## src/rtl/nes_loader_pkg.sv

```systemverilog
// Shared types and widths for the ROM-loader to SDRAM write path.
// Latency: n/a. Backpressure: n/a.
// Holds the loader bus widths and the bridge FSM state encoding.
package nes_loader_pkg;

  localparam int LOADER_ADDR_W = 22;
  localparam int LOADER_DATA_W = 8;

  typedef enum logic {
    ST_IDLE,
    ST_WRITE
  } state_t;

endpackage

```

## src/rtl/loader_fifo.sv

```systemverilog
// Synchronous register-array FIFO with level count and synchronous clear.
// Latency: pushed entry visible at the head on the next clk.
// Backpressure: push while full is ignored unless a pop happens in the same cycle.
module loader_fifo #(
  parameter int WIDTH      = 30,
  parameter int DEPTH_LOG2 = 3
) (
  input  logic                  clk,
  input  logic                  reset,
  input  logic                  clr,
  input  logic                  push,
  input  logic                  pop,
  input  logic [WIDTH-1:0]      wr_dat,
  output logic [WIDTH-1:0]      rd_dat,
  output logic                  full,
  output logic                  empty,
  output logic [DEPTH_LOG2:0]   level
);

  localparam int DEPTH = 1 << DEPTH_LOG2;
  localparam logic [DEPTH_LOG2:0]   FULL_LVL = (DEPTH_LOG2+1)'(DEPTH);
  localparam logic [DEPTH_LOG2:0]   LVL_ONE  = (DEPTH_LOG2+1)'(1);
  localparam logic [DEPTH_LOG2-1:0] PTR_ONE  = DEPTH_LOG2'(1);

  logic [WIDTH-1:0]      mem [DEPTH];
  logic [DEPTH_LOG2-1:0] wr_ptr;
  logic [DEPTH_LOG2-1:0] rd_ptr;
  logic                  wr_en;
  logic                  rd_en;

  assign full   = (level == FULL_LVL);
  assign empty  = (level == '0);
  assign rd_dat = mem[rd_ptr];

  // A pop in the same cycle frees the slot, so a full FIFO still accepts the push.
  assign rd_en = pop && !empty && !clr;
  assign wr_en = push && (!full || rd_en) && !clr;

  always_ff @(posedge clk) begin
    if (wr_en) mem[wr_ptr] <= wr_dat;
  end

  always_ff @(posedge clk or posedge reset) begin
    if (reset) begin
      wr_ptr <= '0;
      rd_ptr <= '0;
      level  <= '0;
    end else if (clr) begin
      wr_ptr <= '0;
      rd_ptr <= '0;
      level  <= '0;
    end else begin
      if (wr_en) wr_ptr <= wr_ptr + PTR_ONE;
      if (rd_en) rd_ptr <= rd_ptr + PTR_ONE;
      case ({wr_en, rd_en})
        2'b10:   level <= level + LVL_ONE;
        2'b01:   level <= level - LVL_ONE;
        default: level <= level;
      endcase
    end
  end

endmodule

```

## src/rtl/loader_mem_bridge.sv

```systemverilog
// Queues GameLoader byte writes and replays them into SDRAM on NES bus slots.
// Latency: push to mem_write is 1-4 clk (next slot); one byte per slot sustained.
// Backpressure: none upstream; pushes into a full FIFO are dropped and flag overflow.
module loader_mem_bridge
  import nes_loader_pkg::*;
#(
  parameter int ADDR_W     = LOADER_ADDR_W,
  parameter int DATA_W     = LOADER_DATA_W,
  parameter int DEPTH_LOG2 = 3
) (
  input  logic                  clk,
  input  logic                  reset,
  input  logic                  slot,
  input  logic                  flush,
  input  logic                  in_write,
  input  logic [ADDR_W-1:0]     in_addr,
  input  logic [DATA_W-1:0]     in_data,
  output logic                  mem_write,
  output logic [ADDR_W-1:0]     mem_addr,
  output logic [DATA_W-1:0]     mem_data,
  output logic [DEPTH_LOG2:0]   level,
  output logic                  overflow,
  output logic                  idle
);

  localparam int W = ADDR_W + DATA_W;

  state_t         state;
  state_t         state_nxt;
  logic           fifo_full;
  logic           fifo_empty;
  logic [W-1:0]   head;
  logic           pop;
  logic           load;
  logic           mem_write_nxt;

  loader_fifo #(
    .WIDTH      (W),
    .DEPTH_LOG2 (DEPTH_LOG2)
  ) u_fifo (
    .clk    (clk),
    .reset  (reset),
    .clr    (flush),
    .push   (in_write),
    .pop    (pop),
    .wr_dat ({in_addr, in_data}),
    .rd_dat (head),
    .full   (fifo_full),
    .empty  (fifo_empty),
    .level  (level)
  );

  assign idle = fifo_empty && (state == ST_IDLE);

  always_ff @(posedge clk or posedge reset) begin
    if (reset) state <= ST_IDLE;
    else       state <= state_nxt;
  end

  always_comb begin
    state_nxt = state;
    if (flush)      state_nxt = ST_IDLE;
    else if (slot)  state_nxt = fifo_empty ? ST_IDLE : ST_WRITE;
  end

  // Every slot with data pops, both from IDLE and as a back-to-back write.
  always_comb begin
    pop           = slot && !fifo_empty && !flush;
    load          = pop;
    mem_write_nxt = (state_nxt == ST_WRITE);
  end

  always_ff @(posedge clk or posedge reset) begin
    if (reset) begin
      mem_write <= 1'b0;
      mem_addr  <= '0;
      mem_data  <= '0;
      overflow  <= 1'b0;
    end else begin
      mem_write <= mem_write_nxt;
      if (load) {mem_addr, mem_data} <= head;
      if (flush)                                   overflow <= 1'b0;
      else if (in_write && fifo_full && !pop)      overflow <= 1'b1;
    end
  end

endmodule

```

## config.mk

```make
export PLATFORM = sky130hd
export DESIGN_NAME = loader_mem_bridge
export DESIGN_NICKNAME = d
export VERILOG_FILES = /design/src/rtl/nes_loader_pkg.sv /design/src/rtl/loader_fifo.sv /design/src/rtl/loader_mem_bridge.sv
export SDC_FILE = /design/constraint.sdc
export NUM_CORES = 1
export LEC_CHECK = 0
export BUFFER_PORTS_ARGS = -buffer_cell sky130_fd_sc_hd__buf_4
export CORE_MARGIN = 2
export CORE_UTILIZATION = 55
export CTS_BUF_LIST = sky130_fd_sc_hd__clkbuf_2
export DETAILED_ROUTE_END_ITERATION = 10
export PLACE_DENSITY = 0.87
export SYNTH_ARGS = -nofsm -noshare
export SYNTH_HDL_FRONTEND = slang
export SYNTH_SLANG_ARGS = --single-unit
```

## constraint.sdc

```tcl
create_clock -name clk -period 5.1 [get_ports clk]
set_clock_uncertainty 0.05 [all_clocks]
set_input_delay 0.51 -clock clk [delete_from_list [all_inputs] [get_ports clk]]
set_output_delay 0.51 -clock clk [all_outputs]
set_load 0.005 [all_outputs]
```

# Word level (Yosys, flattened, before mapping)
# Memory sizes are Yosys's and may differ from the RTL's. A register that Yosys moved wholly into a read port is not among the register bits.
# Cells that the tools add are included.
dict set report classes {
  add_sub_neg 4
  n_eq_ne 3
  mux 13
  bitwise 1
  n_reduce_logical 20
}
# cell n
set ops {}
lappend ops {{$mux 3} 4}
lappend ops {{$logic_and 1x1->1} 9}
lappend ops {{$pmux 4 s2} 1}
lappend ops {{$reduce_bool 2->1} 4}
lappend ops {{$mux 1} 7}
lappend ops {{$add 3x1->3 const B} 2}
lappend ops {{$add 4x1->4 const B} 1}
lappend ops {{$eq 4x4->1 const B} 1}
lappend ops {{$logic_not 1->1} 4}
lappend ops {{$logic_not 4->1} 1}
lappend ops {{$mux 4} 1}
lappend ops {{$sub 4x1->4 const B} 1}
lappend ops {{$reduce_bool 3->1} 1}
lappend ops {{$eq 2x1->1 const B} 1}
lappend ops {{$eq 2x2->1 const B} 1}
lappend ops {{$logic_or 1x1->1} 1}
lappend ops {{$not 1->1} 1}
dict set report totals {
  reg_bits 12
  ramBits 240
  in_bits 35
  out_inout_bits 37
  elab_cells 47
  memories 1
}
# memory depth word_bits read_ports rd_ports_with_merged_regs wr line_no
set mem_list {}
lappend mem_list {u_fifo.mem 8 30 1 1 1 loader_fifo.sv:25} ;# logic [WIDTH-1:0] mem [DEPTH];

# Depth between registers and ports, before layout
dict set report logic_depth {
  ltp_word 12
  mapped_depth 8
  ltp_nobuf 7
}

# By module
# A second synthesis with hierarchy kept.
dict set report unflattened {
  hier_cells 504
  area_unflattened_um2 10994.3
}
# mod instances cells_each area_each_um2 seq_area_each_um2
set by_module_without_submodules {}
lappend by_module_without_submodules {loader_fifo 1 431 9765.6 7457.2}
lappend by_module_without_submodules {loader_mem_bridge 1 73 1228.7 800.8}

# Worst setup path after synthesis
# No wires, ideal clock.
dict set report synth_timing {
  path_type {input-to-reg}
  from {input slot}
  to {memory u_fifo.mem[1][0], enable pin}
  setup_time_ps 503
  t_arrival_ps 4483
  required_time_ps 4547
  setup_slack_ps 64
  stages 6
  path_buffers 2
  cell_sequence {buf_2 nand2b_1 and3_1 clkbuf_1 nand2b_1 nor4b_1}
}
dict set report synth_via {
  elab_chain_len 9
}
# item line_no
set synth_lines {}
lappend synth_lines {{start, declared} loader_mem_bridge.sv:13} ;# input logic slot,
lappend synth_lines {{$logic_and 1x1->1 (2 in a row)} loader_mem_bridge.sv:68} ;# pop = slot && !fifo_empty && !flush;
lappend synth_lines {{$logic_and 1x1->1 (2 in a row)} loader_fifo.sv:36} ;# assign rd_en = pop && !empty && !clr;
lappend synth_lines {{$logic_or 1x1->1} loader_fifo.sv:37} ;# assign wr_en = push && (!full || rd_en) && !clr;
lappend synth_lines {{$logic_and 1x1->1 (2 in a row)} loader_fifo.sv:37}
lappend synth_lines {{$mux 1} loader_fifo.sv:40} ;# if (wr_en) mem[wr_ptr] <= wr_dat;
lappend synth_lines {{$mux 1 (implied by the code)} loader_fifo.sv:40}
lappend synth_lines {{end, declared} loader_fifo.sv:25}
# No other way between the ends.

# Worst setup path in the final report
dict set report layout_timing {
  from {register u_fifo.level[0]}
  to {register u_fifo.level[1]}
}
dict set report layout_via {
  elab_chain_len 12
  word_cells_on_any_way 18
  cone_classes {2 x add/sub; 3 x eq/ne; 2 x mux; 11 x reduce/logical}
}
# item line_no
set layout_lines {}
lappend layout_lines {{start, declared} loader_fifo.sv:17} ;# output logic [DEPTH_LOG2:0] level
lappend layout_lines {{start signal, assigned} loader_fifo.sv:56} ;# 2'b10: level <= level + LVL_ONE;
lappend layout_lines {{start signal, assigned} loader_fifo.sv:57} ;# 2'b01: level <= level - LVL_ONE;
lappend layout_lines {{start signal, assigned} loader_fifo.sv:58} ;# default: level <= level;
lappend layout_lines {{$logic_not 4->1} loader_fifo.sv:32} ;# assign empty = (level == '0);
lappend layout_lines {{$logic_not 1->1} {loader_fifo.sv:36, loader_mem_bridge.sv:68}}
lappend layout_lines {{$logic_and 1x1->1 (2 in a row)} loader_mem_bridge.sv:68}
lappend layout_lines {{$logic_and 1x1->1 (2 in a row)} loader_fifo.sv:36}
lappend layout_lines {{$logic_or 1x1->1} loader_fifo.sv:37}
lappend layout_lines {{$logic_and 1x1->1 (2 in a row)} loader_fifo.sv:37}
lappend layout_lines {{$eq 2x1->1 / $eq 2x2->1 (equally long branches)} loader_fifo.sv:55} ;# case ({wr_en, rd_en})
lappend layout_lines {{$pmux 4 s2} loader_fifo.sv:55}
lappend layout_lines {{$mux 4} loader_fifo.sv:48} ;# end else if (clr) begin
# Parallel ways exist; a longest one is shown, timed or not.
# A chain may end at the register's enable or synchronous reset.

==> flow_summary.toml <==
[synth]
syn_nets = 580
synth-edff-count = 240
syn_inst = 540
yosys-top-cells-area = "edfxtp_1 (67%), mux4_2 (12%), dfrtp_1 (9.7%)"
ys_seq_elements = 282
syn_area_sq_um = 10800
async_flop_share = 0.149
yosys_most_used_dff = "edfxtp_1"
synth_top_area_cell = "edfxtp_1"
synth_cell_types = 38
seq_area_frac_synth = 0.763
synth.avg_cell_area_sq_um = 20.0
yosysWarnings = 0
synth_top_area_frac = 0.666

[grt]
first_global_vias = 6118
grt_usage = 0.206
grt_antenna_before_repair = 2
grt_start_max_net_pins = 43
grt.overflow.total = 0
grt_pass1_wl_microns = 31700

[layout]
drive_gt1_frac = 0.361
layout.nets = 739
areaGrowthSynthToFinish_pct = 17.1
final-seq-area_sq_um = 8260
fillers = 1301
multi_input_area_sq_um = 2490

[routing]
drc = 0
met1Wirelength_microns = 8060
drtIter0Drc = 335
wl_met2_microns = 10700
vias_per_cell = 5.57
drt_wl_total_microns = 20400
firstDrtPassIters = 5
wl_per_cell_microns = 20.0
drt.antenna.violating_nets = 0
highest_layer = "met4"
via_count = 5668
met3WireLength_microns = 1120

[die]
num_io_pins = 72
dieArea_sq_um = 20800
die_h_microns = 144
coreArea_sq_um = 19400
dieWidth_microns = 144
row_count = 51
initial_core_util = 0.558

[setup_path]
endpoint_kind = "flop"
worstPathArrival_ns = 3.54
cp_max_fo = 8
required_ns = 5.79
crit_type = "flop to flop"
critPathLaunchType = "flop"

[pwr]
p_clk_frac = 0.262
p_leak_uw = 0.00436
p_int_uw = 3820
powerDensity_nw_per_um2 = 418
p_switching_uw = 1470
swShare = 0.278
seqPwrFrac = 0.542
irDropWorstVdd_mv = 0.194
combPwrFrac = 0.197

[timing]
setup-tns-final_ns = 0
slew_viol_final = 0
setup_viol = 0
worstMarginPinSlew_ns = 1.07
clock.fmax_mhz = 350
hold_slack_ns = 0.437
rsz0062_at_grt = "no"
layout_min_cycle_time_ns = 2.86
max_slew_margin = 0.286
hold_viol = 0
period_share = 0.560

[placement]
dp_hpwl_microns = 11400
io_buffers = 71
place_congestion = 0.738

[clock_network]
ctsLongestPathBuffers = 3
worstSkewPairLatency_ns = 0.79
cts-htree-levels = 3
cts_tree = "built"
cts_buffers = 68
post_cts_buffers = 0
cts.sinks = 282
clk_pin_slew_ns = 0.10
cts_root_buf = "clkbuf_2"

[outcome]
status = "finished clean"

[worst_hold_path]
hold_path.class = "primary input to flop"

[job]
drv_cap = 0
[flip-flops by register name, indices dropped and copies added, names as in the netlist]
| name | count |
|---|---|
| u_fifo.mem | 240 |
| mem_data | 8 |
| overflow | 1 |
| u_fifo.rd_ptr | 3 |
| mem_addr | 22 |
| mem_write | 1 |
| u_fifo.level | 4 |
| u_fifo.wr_ptr | 3 |
[cell usage in the layout (no fill, tap or decap), drive strengths merged, types with 4 or more instances in the layout]
cell	synthesis	routed
nor2	45	45
clkinv	0	14
inv	3	4
mux4	60	60
clkbuf	19	107
nor3	4	4
dlygate4sd3	0	36
a21oi	34	34
dfrtp	42	42
mux2i	31	31
nand2b	7	7
edfxtp	240	240
buf	10	82
ha	4	4
nor4	4	4
[per-stage QoR]
| step | util | setup slack (ns) | area, sq um | cells | power, uW |
|---|---|---|---|---|---|
| 4_1_cts | 0.653 | 2.28 | 12700 | 1016 | 5340 |
| 5_1_grt | 0.654 | 2.07 | 12700 | 1018 | 5580 |
| 6_report | 0.654 | 2.24 | 12700 | 1018 | 5300 |
| 3_5_place_dp | 0.604 | 2.19 | 11700 | 858 | 3940 |
| 2_1_floorplan | - | 0.0640 | 10800 | 540 | 3520 |
| 3_3_place_gp | 0.604 | 2.30 | 11700 | 858 | 3880 |
[power by group through the flow]
stage	logic, uW	clock network [uW]	registers (uW)
after floorplan	691	0	2830
after global placement	975	0	2910
after detailed placement	1010	0	2920
after CTS	1040	1420	2870
after global routing	1140	1540	2900
final	1040	1390	2870
[synthesized netlist by cell type (4+ instances only)]
| cell type | count |
|---|---|
| dfrtp_1 | 42 |
| edfxtp_1 | 240 |
| nor2_1 | 45 |
| buf_2 | 9 |
| mux4_2 | 60 |
| ha_1 | 4 |
| clkbuf_1 | 19 |
| nand2b_1 | 7 |
| mux2i_1 | 31 |
| a21oi_1 | 34 |
[final timing paths]
| path | endpoint | from | slack (ns) | cells past startpoint |
|---|---|---|---|---|
| worst max-delay path | u_fifo.level[1]$_DFFE_PP0P_ | u_fifo.level[0]$_DFFE_PP0P_ | 2.24 | 6 |
| worst min-delay path | u_fifo.mem[4][24]$_DFFE_PP_ | in_addr[16] | 0.44 | 2 |
| worst max register to register | u_fifo.level[1]$_DFFE_PP0P_ | u_fifo.level[0]$_DFFE_PP0P_ | 2.24 | 6 |
| worst min register to register | overflow$_DFFE_PP0P_ | overflow$_DFFE_PP0P_ | 0.49 | 2 |
| min in group asynchronous | mem_addr[3]$_DFFE_PP0N_ | reset | 0.47 | 3 |
| max in group asynchronous | u_fifo.rd_ptr[2]$_DFFE_PP0P_ | reset | 3.80 | 3 |
[critical path, stage by stage, from the launching register on]
cell	delay, ns
dfrtp_1	0.52
nor4_4	0.54
nor3_1	0.20
fa_1	0.52
a31oi_1	0.06
a2111oi_2	0.32
dlygate4sd3_1	0.60
[repair_timing]
action	in CTS	in global routing
endpoints found under the setup margin	0	0
gates resized for setup	0	0
hold buffers	36	0
hold endpoints to repair	291	0
[cells by family after synthesis]
family          synth area share
xor+xnor                 0.00324
simple gates              0.0348
flops                      0.763
compound gates            0.0261
buf+inv                   0.0121
mux                        0.155
fa+ha+maj                0.00647
[cell type report]
type                    instances  area share
inverters                       3    0.000888
clock inverters                15     0.00474
clock buffers                 107      0.0422
well taps                     265      0.0262
multi-input cells             226       0.197
diodes                          2    0.000395
repair buffers                118      0.0770
flip-flops and latches        282       0.652
[layer usage]
| layer | up-vias | GRT usage |
|---|---|---|
| li1 | 2537 | - |
| met1 | 2888 | 0.256 |
| met2 | 203 | 0.341 |
| met3 | 40 | 0.0430 |
| met4 | 0 | 0.113 |
| met5 | - | 0 |
No activity file was read; power rests on OpenSTA's default activity.
